--- config.mk ---
export PLATFORM = sky130hd
export DESIGN_NAME = enemy_slot_scheduler
export DESIGN_NICKNAME = d
export VERILOG_FILES = /design/src/rtl/enemy_slot_scheduler_pkg.sv /design/src/rtl/enemy_slot_scheduler_step.sv /design/src/rtl/enemy_slot_scheduler.sv
export SDC_FILE = /design/constraint.sdc
export NUM_CORES = 1
export LEC_CHECK = 0
export BUFFER_PORTS_ARGS = -buffer_cell sky130_fd_sc_hd__buf_2
export CAP_MARGIN = 10
export CORE_MARGIN = 3
export CORE_UTILIZATION = 35
export CTS_BUF_LIST = sky130_fd_sc_hd__clkbuf_2
export DETAILED_ROUTE_END_ITERATION = 16
export GPL_TIMING_DRIVEN = 0
export SLEW_MARGIN = 5
export SYNTH_ARGS = -nofsm -noshare
export SYNTH_HDL_FRONTEND = slang
export SYNTH_SLANG_ARGS = --single-unit
--- constraint.sdc ---
create_clock -name clk -period 10.7 [get_ports clk]
set_input_delay 2.675 -clock clk [delete_from_list [all_inputs] [get_ports clk]]
set_output_delay 2.675 -clock clk [all_outputs]
set_load 0.01 [all_outputs]
--- src/rtl/enemy_slot_scheduler_pkg.sv ---
// enemy_slot_scheduler_pkg: shared playfield geometry, FSM encoding and axis step helper
package enemy_slot_scheduler_pkg;

    localparam int SCREEN_W = 640;
    localparam int SCREEN_H = 480;
    localparam int BULLET_W = 5;
    localparam int BULLET_H = 10;

    typedef enum logic [1:0] {IDLE, SWEEP, DONE} state_t;

    // Move p toward t by spd without overshooting, then cap at lim; 11 bits keep sums from wrapping
    function automatic logic [9:0] step_axis(input logic [9:0] p, input logic [9:0] t,
                                             input logic [10:0] spd, input logic [10:0] lim);
        logic [10:0] a, b, r;
        a = {1'b0, p};
        b = {1'b0, t};
        r = (a < b) ? ((a + spd > b) ? b : a + spd) : ((a - b > spd) ? a - spd : b);
        r = (r > lim) ? lim : r;
        return r[9:0];
    endfunction

endpackage

--- src/rtl/enemy_slot_scheduler_step.sv ---
// enemy_step: bullet overlap test and one movement step for a single enemy slot
module enemy_step
    import enemy_slot_scheduler_pkg::*;
#(
    parameter int ENEMY_SPEED = 2,
    parameter int ENEMY_SIZE  = 20
) (
    input  logic [9:0] ex,
    input  logic [9:0] ey,
    input  logic [9:0] px,
    input  logic [9:0] py,
    input  logic       bullet_active,
    input  logic [9:0] bx,
    input  logic [9:0] by,
    output logic       hit,
    output logic [9:0] nx,
    output logic [9:0] ny
);

    localparam logic [10:0] SPD   = 11'(ENEMY_SPEED);
    localparam logic [10:0] SZ    = 11'(ENEMY_SIZE);
    localparam logic [10:0] LIM_X = 11'(SCREEN_W - ENEMY_SIZE);
    localparam logic [10:0] LIM_Y = 11'(SCREEN_H - ENEMY_SIZE);

    logic [10:0] ex1, ey1, bx1, by1;

    // Rectangle overlap against the bullet and clamped step toward the player
    always_comb begin
        ex1 = {1'b0, ex};
        ey1 = {1'b0, ey};
        bx1 = {1'b0, bx};
        by1 = {1'b0, by};
        hit = bullet_active && (bx1 + 11'(BULLET_W) > ex1) && (bx1 < ex1 + SZ)
                            && (by1 + 11'(BULLET_H) > ey1) && (by1 < ey1 + SZ);
        nx  = step_axis(ex, px, SPD, LIM_X);
        ny  = step_axis(ey, py, SPD, LIM_Y);
    end

endmodule

--- src/rtl/enemy_slot_scheduler.sv ---
// enemy_slot_scheduler: sweeps enemy slots one per cycle for movement, bullet hits and spawning
module enemy_slot_scheduler
    import enemy_slot_scheduler_pkg::*;
#(
    parameter int MAX_ENEMIES = 10,
    parameter int ENEMY_SPEED = 2,
    parameter int ENEMY_SIZE  = 20
) (
    input  logic       clk,
    input  logic       rst,
    input  logic       tick,
    input  logic       spawn_en,
    input  logic [9:0] rand_val,
    input  logic [9:0] player_x,
    input  logic [9:0] player_y,
    input  logic       bullet_active,
    input  logic [9:0] bullet_x,
    input  logic [9:0] bullet_y,
    input  logic [3:0] rd_idx,
    output logic [9:0] rd_x,
    output logic [9:0] rd_y,
    output logic       rd_active,
    output logic       busy,
    output logic       done,
    output logic       hit_pulse,
    output logic [3:0] hit_slot,
    output logic [4:0] active_count,
    output logic       overrun
);

    localparam logic [4:0] NSLOT   = 5'(MAX_ENEMIES);
    localparam logic [3:0] LAST    = 4'(MAX_ENEMIES - 1);
    localparam logic [9:0] SPAWN_W = 10'(SCREEN_W - ENEMY_SIZE);
    localparam logic [9:0] SPAWN_H = 10'(SCREEN_H - ENEMY_SIZE);

    state_t      state, state_n;
    logic [3:0]  idx, idx_n;
    logic [9:0]  sx [16];
    logic [9:0]  sy [16];
    logic [15:0] act;
    logic        hit_done, spawn_done, hit, sweeping, spawn;
    logic [9:0]  nx, ny;

    enemy_step #(.ENEMY_SPEED(ENEMY_SPEED), .ENEMY_SIZE(ENEMY_SIZE)) u_step (
        .ex(sx[idx]), .ey(sy[idx]), .px(player_x), .py(player_y),
        .bullet_active(bullet_active), .bx(bullet_x), .by(bullet_y),
        .hit(hit), .nx(nx), .ny(ny)
    );

    // Next state, slot index, per-slot strobes and renderer readout
    always_comb begin
        sweeping  = state == SWEEP;
        state_n   = (state == IDLE && tick) ? SWEEP :
                    (sweeping && idx == LAST) ? DONE :
                    (state == DONE) ? IDLE : state;
        idx_n     = (sweeping && idx != LAST) ? idx + 4'd1 : 4'd0;
        busy      = state != IDLE;
        done      = state == DONE;
        hit_pulse = sweeping && act[idx] && hit && !hit_done;
        hit_slot  = hit_pulse ? idx : 4'd0;
        spawn     = sweeping && !act[idx] && spawn_en && !spawn_done;
        rd_active = ({1'b0, rd_idx} < NSLOT) && act[rd_idx];
        rd_x      = sx[rd_idx];
        rd_y      = sy[rd_idx];
    end

    // FSM state register
    always_ff @(posedge clk or negedge rst)
        if (!rst) state <= IDLE;
        else      state <= state_n;

    // Slot table, one-hit/one-spawn guards and status registers
    always_ff @(posedge clk or negedge rst) begin
        if (!rst) begin
            idx          <= '0;
            act          <= '0;
            hit_done     <= 1'b0;
            spawn_done   <= 1'b0;
            active_count <= '0;
            overrun      <= 1'b0;
            for (int i = 0; i < 16; i++) begin
                sx[i] <= '0;
                sy[i] <= '0;
            end
        end else begin
            idx          <= idx_n;
            overrun      <= overrun | (tick & busy);
            hit_done     <= (state == IDLE) ? 1'b0 : hit_done | hit_pulse;
            spawn_done   <= (state == IDLE) ? 1'b0 : spawn_done | spawn;
            active_count <= active_count + 5'(spawn) - 5'(hit_pulse);
            if (hit_pulse) begin
                act[idx] <= 1'b0;
            end else if (sweeping && act[idx]) begin
                sx[idx] <= nx;
                sy[idx] <= ny;
            end else if (spawn) begin
                act[idx] <= 1'b1;
                sx[idx]  <= rand_val % SPAWN_W;
                sy[idx]  <= rand_val % SPAWN_H;
            end
        end
    end

endmodule

==> results of run 1 <==
-- synthesized netlist by cell type, types with 6 or more instances --
cell type	count
nand2b_1	9
or3_1	6
nor3_1	19
nor2b_1	35
buf_6	19
nand4_1	11
mux2_1	9
buf_2	32
ha_1	106
o21ai_1	6
xor2_1	10
a211oi_1	9
a21o_1	12
and2_1	14
a22oi_1	6
buf_1	17
mux2i_1	12
o2111ai_1	6
mux2_2	299
and3_1	21
nand3_1	24
clkbuf_1	40
a21oi_2	7
o211ai_1	9
a21oi_1	63
o21a_1	12
o21bai_1	7
xnor2_1	64
o21ai_0	38
nor2_1	66
nand2_1	62
inv_1	64
buf_4	10
dfrtp_1	350
mux4_2	195
a31oi_1	23
-- stage by stage --
stage / worst slack (ns) / util [%] / total power, mW
2_1_floorplan: 2.74 / - / 6.50
3_5_place_dp: 0.203 / 38.0 / 8.21
4_1_cts: 0.137 / 39.3 / 9.20
6_report: 0.437 / 39.3 / 9.25
5_1_grt: 0.0327 / 39.3 / 9.91
3_3_place_gp: 0.272 / 37.8 / 8.03
-- worst max-delay path, stage by stage (launching register included) --
cell and delay [ns]:
dfrtp_1 0.51, buf_4 0.22, buf_2 0.32, buf_4 0.31, buf_4 0.37, buf_2 0.41
mux4_2 0.38, mux2_2 0.28, o21ai_1 0.45, inv_1 0.27, ha_1 0.33, o21ai_0 0.25
xnor2_1 0.16, ha_1 0.26, o211ai_1 0.09, o21ai_0 0.11, a21oi_1 0.17, nor2b_1 0.07
o22ai_1 0.26, nand4b_1 0.17, nor2_1 0.20, clkbuf_2 0.34, inv_1 0.13, nor2_1 0.25
buf_2 0.20
-- cell families (layout without fill, tap and decap cells) --
| logic type | Yosys count | in the layout | share of synthesized area (%) |
|---|---|---|---|
| XOR/XNOR | 74 | 74 | 2.77 |
| AO/OA/AOI/OAI | 271 | 271 | 8.50 |
| adder cells (fa/ha/maj) | 109 | 109 | 5.92 |
| AND/OR/NAND/NOR | 305 | 305 | 7.07 |
| other | 0 | 1 | 0 |
| flip-flops | 350 | 350 | 37.4 |
| multiplexers | 515 | 515 | 34.1 |
| buffers and inverters | 198 | 457 | 4.30 |
-- power groups by stage --
| stage | clock network [mW] | registers, mW | logic, mW |
|---|---|---|---|
| finish | 0.960 | 2.19 | 6.10 |
| global route | 1.05 | 2.24 | 6.62 |
| CTS | 0.989 | 2.17 | 6.04 |
| detailed placement | 0 | 2.20 | 6.01 |
| global placement | 0 | 2.14 | 5.89 |
| floorplan | 0 | 2.07 | 4.43 |
-- how the worst max path moves through the flow --
| stage | endpoint | slack, ns | cells after the start |
|---|---|---|---|
| 5_1_grt | hit_slot[1] | 0.03 | 25 |
| 2_1_floorplan | hit_slot[0] | 2.74 | 25 |
| 3_3_place_gp | active_count[1]$_DFF_PN0_ | 0.27 | 1 |
| 6_report | hit_slot[0] | 0.44 | 24 |
| 4_1_cts | hit_slot[1] | 0.14 | 24 |
| 3_5_place_dp | hit_slot[1] | 0.20 | 25 |
-- sequential cells by signal (all words and copies together), names as in the netlist, named ones only --
name          count
sx              160
sy              160
active_count      5
idx               4
state             2
hit_done          1
overrun           1
spawn_done        1
-- cells in the final DEF (no fill, tap or decap), drive strengths merged, types with 8 or more instances in the layout --
master | synthesis | final
dfrtp | 350 | 350
mux2 | 308 | 308
mux4 | 195 | 195
clkbuf | 45 | 183
buf | 81 | 175
ha | 106 | 106
inv | 67 | 71
a21oi | 70 | 70
nor2 | 68 | 68
nand2 | 66 | 66
xnor2 | 64 | 64
o21ai | 45 | 45
nor2b | 35 | 35
nand3 | 27 | 27
clkinv | 5 | 27
a31oi | 23 | 23
and3 | 23 | 23
nor3 | 21 | 21
and2 | 15 | 15
mux2i | 12 | 12
a21o | 12 | 12
o21a | 12 | 12
nand4 | 11 | 11
xor2 | 10 | 10
a211oi | 10 | 10
nand2b | 9 | 9
o211ai | 9 | 9
a22oi | 9 | 9
o21bai | 8 | 8
o31ai | 8 | 8
-- per-layer routing --
metal	wire length (microns)	part of all wire, %	track usage (%)
met5	12	0.016	0
met4	1390	1.8	6.38
met1	31500	42	28.1
met3	6460	8.6	5.76
met2	35600	47	34.6
-- final cells by class --
type                       instances  area [sq um]
inverter                          72           270
clock inverter                    27           134
multi-input combinational       1274         13700
buffer                           124           734
timing repair buffer              95           606
clock buffer                     139           696
antenna                            1          2.50
tap                              864          1080
sequential                       350          8760
fill                            6265         40000
-- what timing repair did --
item	4_1_cts	5_1_grt
hold buffers	0	0
resized for setup	2	2
hold endpoints to repair	0	0
endpoints found under the setup margin	5	2
==> flow_summary.json, run 1 <==
{
  "grt_pass1_wl_microns": 113000,
  "synth-seq-area-share_pct": 37.4,
  "gp_congestion": 0.894,
  "p_switching_mw": 4.44,
  "p_leak_nw": 11.5,
  "initial_core_util_pct": 35.5,
  "vdd_drop_max_v": 0.000170,
  "min_path_cells": 1,
  "clk_pin_slew_ns": 0.10,
  "synth_cell_types": 104,
  "die_area_sq_mm": 0.0701,
  "drt_iter0_drc": 1505,
  "fin_worst_skew_ns": 0.0728,
  "cts_setup_buffers": 0,
  "drtAntennaViolNets": 0,
  "io_buffers": 86,
  "cts_root_buf": "clkbuf_2",
  "dpl_cell_area_sq_mm": 0.0251,
  "ctsHtreeMaxLevel": 3,
  "synth_edf_count": 0,
  "avgSynthCellArea_sq_um": 12.9,
  "via_per_inst": 5.87,
  "die_height_microns": 265,
  "syn-cell-area_sq_mm": 0.0234,
  "die_w_microns": 265,
  "syn_nets": 1990,
  "drv_slew": 0,
  "cp-end-kind": "primary output",
  "cts_max_path_buffers": 3,
  "first_global_vias": 18000,
  "grtUsageTotal_pct": 21.3,
  "startpoint_type": "flop",
  "internal_power_mw": 4.81,
  "r2r-end": "active_count[4]$_DFF_PN0_",
  "switching_share_pct": 48.0,
  "finalHoldViolCount": 0,
  "powerDensity_mw_per_mm2": 357,
  "hp-start": "overrun$_DFF_PN0_",
  "cp.arrival_ns": 7.59,
  "yosys.area.top_type": "dfrtp_1",
  "core-area_sq_mm": 0.0660,
  "finalSetupViolCount": 0,
  "drive_gt1_share_pct": 41.5,
  "io_pins": 93,
  "timing.final.crit_share_pct": 95.9,
  "seq_power_share_pct": 23.7,
  "whs_ns": 0.469,
  "worst_pin_slew_ns": 1.29,
  "max_freq_mhz": 97.4,
  "synth_cells": 1822,
  "cap_violations": 0,
  "pwr-share-clk_pct": 10.4,
  "insertion_delay_ns": 1.07,
  "period_minus_slack_ns": 10.26,
  "drt_pass1_iterations": 5,
  "fin_cells": 2946,
  "synth_seq_cells": 350,
  "maxSlewHeadroom_pct": 13.8,
  "num_rows": 94,
  "synth_async_sr_flop_share_pct": 100,
  "hp-class": "reg -> reg",
  "place_hpwl_microns": 53300,
  "cts_tree": "built",
  "ff2ff_path_depth": 30,
  "antenna_found_initial": 5,
  "area_growth_pct": 10.7,
  "placedCellCount": 2780,
  "pwr-share-comb_pct": 66.0,
  "ys_warn_count": 0,
  "synth_area_leaders": "dfrtp_1, mux4_2, mux2_2",
  "critPathKind": "reg -> out",
  "overflow": 0,
  "required_ns": 8.03,
  "outcome": "finished clean",
  "cts_buffers": 94,
  "synth_top_area_share_pct": 37.4,
  "startpoint": "idx[1]$_DFF_PN0_",
  "finalWirelength_microns": 75000,
  "stdcell_area_sq_mm": 0.0259,
  "clkSinkCount": 350,
  "cp_max_fo": 19,
  "num_vias": 17300,
  "synth_ff_type": "dfrtp_1",
  "tns_ns": 0,
  "whs_endpoint": "overrun$_DFF_PN0_",
  "grt_max_degree": 117,
  "fin_nets": 2179,
  "grt_setup_unrepaired": "no",
  "wl_per_cell_microns": 25.5,
  "r2r_setup_slack_ns": 2.97,
  "drcViolationCount": 0,
  "r2r-start": "idx[1]$_DFF_PN0_"
}
Note: power is estimated with default switching activity, not from simulation.
==> inputs of run 2 (changes only) <==
CORE_ASPECT_RATIO = 1.75   (was unset)
SYNTH_HIERARCHICAL = 1   (was unset)
==> run 2 against run 1 <==
Clock-buffer cell count shrank 25; utilization is 0.25 points lower; first-iteration DRC count fell by 12%; synthesized cell count rose by 22%; routed wire length is 8.1% higher; sequential cell count is the same; combinational power increased by 2%; sequential share of layout area is 0.92 points higher; maximum frequency fell by 0.40%; cell area shrank 2.7%; sequential power hardly changed; area after synthesis down 2.0%; largest cell class unchanged.
==> flow_summary.json, run 2 <==
{
  "finalHoldViolCount": 0,
  "die_w_microns": 200,
  "seq_power_share_pct": 23.5,
  "period_minus_slack_ns": 10.30,
  "die_height_microns": 345,
  "avgSynthCellArea_sq_um": 10.3,
  "synth_async_sr_flop_share_pct": 100,
  "fin_nets": 2558,
  "cp_max_fo": 10,
  "clkSinkCount": 350,
  "synth_top_area_share_pct": 38.2,
  "dpl_cell_area_sq_mm": 0.0245,
  "min_path_cells": 1,
  "insertion_delay_ns": 1.07,
  "drcViolationCount": 0,
  "regArea_sq_mm": 0.00876,
  "crit_path_max_incr_delay_ns": 0.89,
  "cts_setup_buffers": 0,
  "ctsHtreeMaxLevel": 3,
  "reg_top3": "sx x160, sy x160, active_count x5",
  "outcome": "finished clean",
  "final_common_cell": "nand2_1",
  "required_ns": 8.03,
  "hp-start": "overrun$_DFF_PN0_",
  "die_area_sq_mm": 0.0688,
  "placedCellCount": 3125,
  "cts_root_buf": "clkbuf_2",
  "cts_max_path_buffers": 3,
  "grt_pass1_wl_microns": 121000,
  "cap_violations": 0,
  "yosysMostFrequentCell": "nand2_1",
  "utilization_pct": 39.1,
  "ys_warn_count": 6,
  "r2r-end": "sx[152]$_DFFE_PN0P_",
  "io_pins": 93,
  "io_buffers": 87,
  "internal_power_mw": 4.52,
  "multi_input_area_sq_mm": 0.0132,
  "clk_pin_slew_ns": 0.10,
  "slowest_stage": "buf_1",
  "tns_ns": 0,
  "synth_seq_cells": 350,
  "num_rows": 123,
  "area_growth_pct": 10.0,
  "synth-seq-area-share_pct": 38.2,
  "p_switching_mw": 4.80,
  "synth_cells": 2221,
  "drt_pass1_iterations": 5,
  "p_leak_nw": 10.8,
  "yosys.area.top_type": "dfrtp_1",
  "synth_cell_types": 88,
  "synth_edf_count": 0,
  "timing.final.crit_share_pct": 96.3,
  "antenna_found_initial": 3,
  "drv_slew": 0,
  "worst_pin_slew_ns": 1.26,
  "r2r_setup_slack_ns": 2.41,
  "wl_per_cell_microns": 24.8,
  "nFillCells": 6425,
  "vdd_drop_max_v": 0.000146,
  "pwr-share-comb_pct": 67.0,
  "cts_tree": "built",
  "via_per_inst": 5.91,
  "syn-cell-area_sq_mm": 0.0230,
  "switching_share_pct": 51.5,
  "fin_cells": 3269,
  "drtAntennaViolNets": 0,
  "core-area_sq_mm": 0.0646,
  "finalWirelength_microns": 81100,
  "stdcell_area_sq_mm": 0.0253,
  "cts_buffers": 79,
  "num_vias": 19300,
  "pwr-share-clk_pct": 9.5,
  "gp_congestion": 0.926,
  "path_cells": "clkbuf_1 -> buf_1 -> mux4_2 -> mux4_2 -> clkbuf_1 -> inv_1 -> ha_1 -> inv_1 -> ha_1 -> o21ai_0 -> nand2b_1 -> a21oi_1 -> nor2b_1 -> o21ai_0 -> a21oi_1 -> o31ai_1 -> and4b_1 -> nor2b_1 -> and3_1 -> buf_2",
  "hp-class": "reg -> reg",
  "synth_area_leaders": "dfrtp_1, mux4_2, nand2_1",
  "max_freq_mhz": 97.0,
  "r2r-start": "idx[0]$_DFF_PN0_",
  "syn_nets": 2384,
  "ff2ff_path_depth": 20,
  "cp.arrival_ns": 7.63,
  "overflow": 0,
  "synth_commonest_cells": "nand2_1, dfrtp_1, o21ai_1, mux4_2, o21ai_0",
  "place_hpwl_microns": 64100,
  "powerDensity_mw_per_mm2": 369,
  "grt_setup_unrepaired": "no",
  "whs_endpoint": "overrun$_DFF_PN0_",
  "grt_max_degree": 108,
  "critPathKind": "reg -> out",
  "drt_iter0_drc": 1324,
  "startpoint_type": "flop",
  "maxSlewHeadroom_pct": 15.9,
  "drive_gt1_share_pct": 22.2,
  "cp-end-kind": "primary output",
  "final_cell_mix": "nand2_1, dfrtp_1, o21ai_1",
  "first_global_vias": 20600,
  "synth_ff_type": "dfrtp_1",
  "grtUsageTotal_pct": 23.7,
  "finalSetupViolCount": 0,
  "initial_core_util_pct": 35.5,
  "fin_worst_skew_ns": 0.115
}
[run 2: kinds of logic after synthesis]
| kind of cell | count (synthesis) | share of synthesized area [%] |
|---|---|---|
| AND/OR/NAND/NOR | 625 | 11.9 |
| XOR/XNOR | 65 | 2.48 |
| flip-flops | 350 | 38.2 |
| AO/OA/AOI/OAI | 611 | 15.8 |
| multiplexers | 236 | 21.5 |
| other | 1 | 0.0163 |
| buffers and inverters | 229 | 4.35 |
| adder cells (fa/ha/maj) | 104 | 5.77 |
[run 2: area by class of cell]
cell class / count / share of cell area [%]
sequential: 350 / 34.7
multi-input combinational: 1642 / 52.2
antenna: 2 / 0.0198
clock buffer: 114 / 2.26
buffer: 161 / 2.95
timing repair buffer: 93 / 2.24
tap: 812 / 4.02
clock inverter: 27 / 0.570
inverter: 68 / 1.01
[run 2: layer usage]
layer | track usage [%] | wire, microns | vias up | part of all wire, %
met1 | 22.4 | 25900 | 9548 | 32
li1 | - | - | 8549 | -
met2 | 43.4 | 42500 | 854 | 52
met5 | 0 | 0 | - | 0
met4 | 20.2 | 8030 | 0 | 9.9
met3 | 4.28 | 4660 | 356 | 5.7
[run 2: worst max-delay path, delay by kind of cell, from the launching register on]
family	cells	cell delay (ns)
buffers and inverters	6	2.18
AND/OR/NAND/NOR	5	1.51
multiplexers	2	1.26
AO/OA/AOI/OAI	5	0.70
adder cells (fa/ha/maj)	2	0.49
flip-flops	1	0.46
[run 2: worst max-delay path by stage]
stage / end / startpoint / cells after the start
after floorplan: hit_slot[0] / bullet_x[1] / 15
after global placement: active_count[4]$_DFF_PN0_ / rst / 1
after detailed placement: hit_slot[3] / idx[0]$_DFF_PN0_ / 20
after CTS: hit_slot[3] / idx[1]$_DFF_PN0_ / 21
after global routing: hit_slot[2] / idx[0]$_DFF_PN0_ / 20
final: hit_slot[2] / idx[0]$_DFF_PN0_ / 20
[run 2: power groups by stage]
| stage | Sequential [mW] | Clock, mW | Combinational [mW] |
|---|---|---|---|
| floorplan | 2.08 | 0 | 4.35 |
| global placement | 2.15 | 0 | 5.99 |
| detailed placement | 2.20 | 0 | 6.14 |
| CTS | 2.18 | 0.903 | 6.18 |
| global route | 2.25 | 0.960 | 6.78 |
| finish | 2.19 | 0.883 | 6.24 |
[run 2: metrics by stage]
stage          total power [mW]  worst slack [ns]  hold slack, ns
3_5_place_dp               8.35              1.48           0.453
5_1_grt                    9.98            0.0107           0.510
4_1_cts                    9.25             0.292           0.478
3_3_place_gp               8.14             0.374           0.439
2_1_floorplan              6.43              3.07           0.461
6_report                   9.31             0.395           0.478
[run 2: repair_timing]
item | CTS | global route
hold buffers | 0 | 0
gates resized for setup | 0 | 2
setup endpoints to repair | 0 | 2
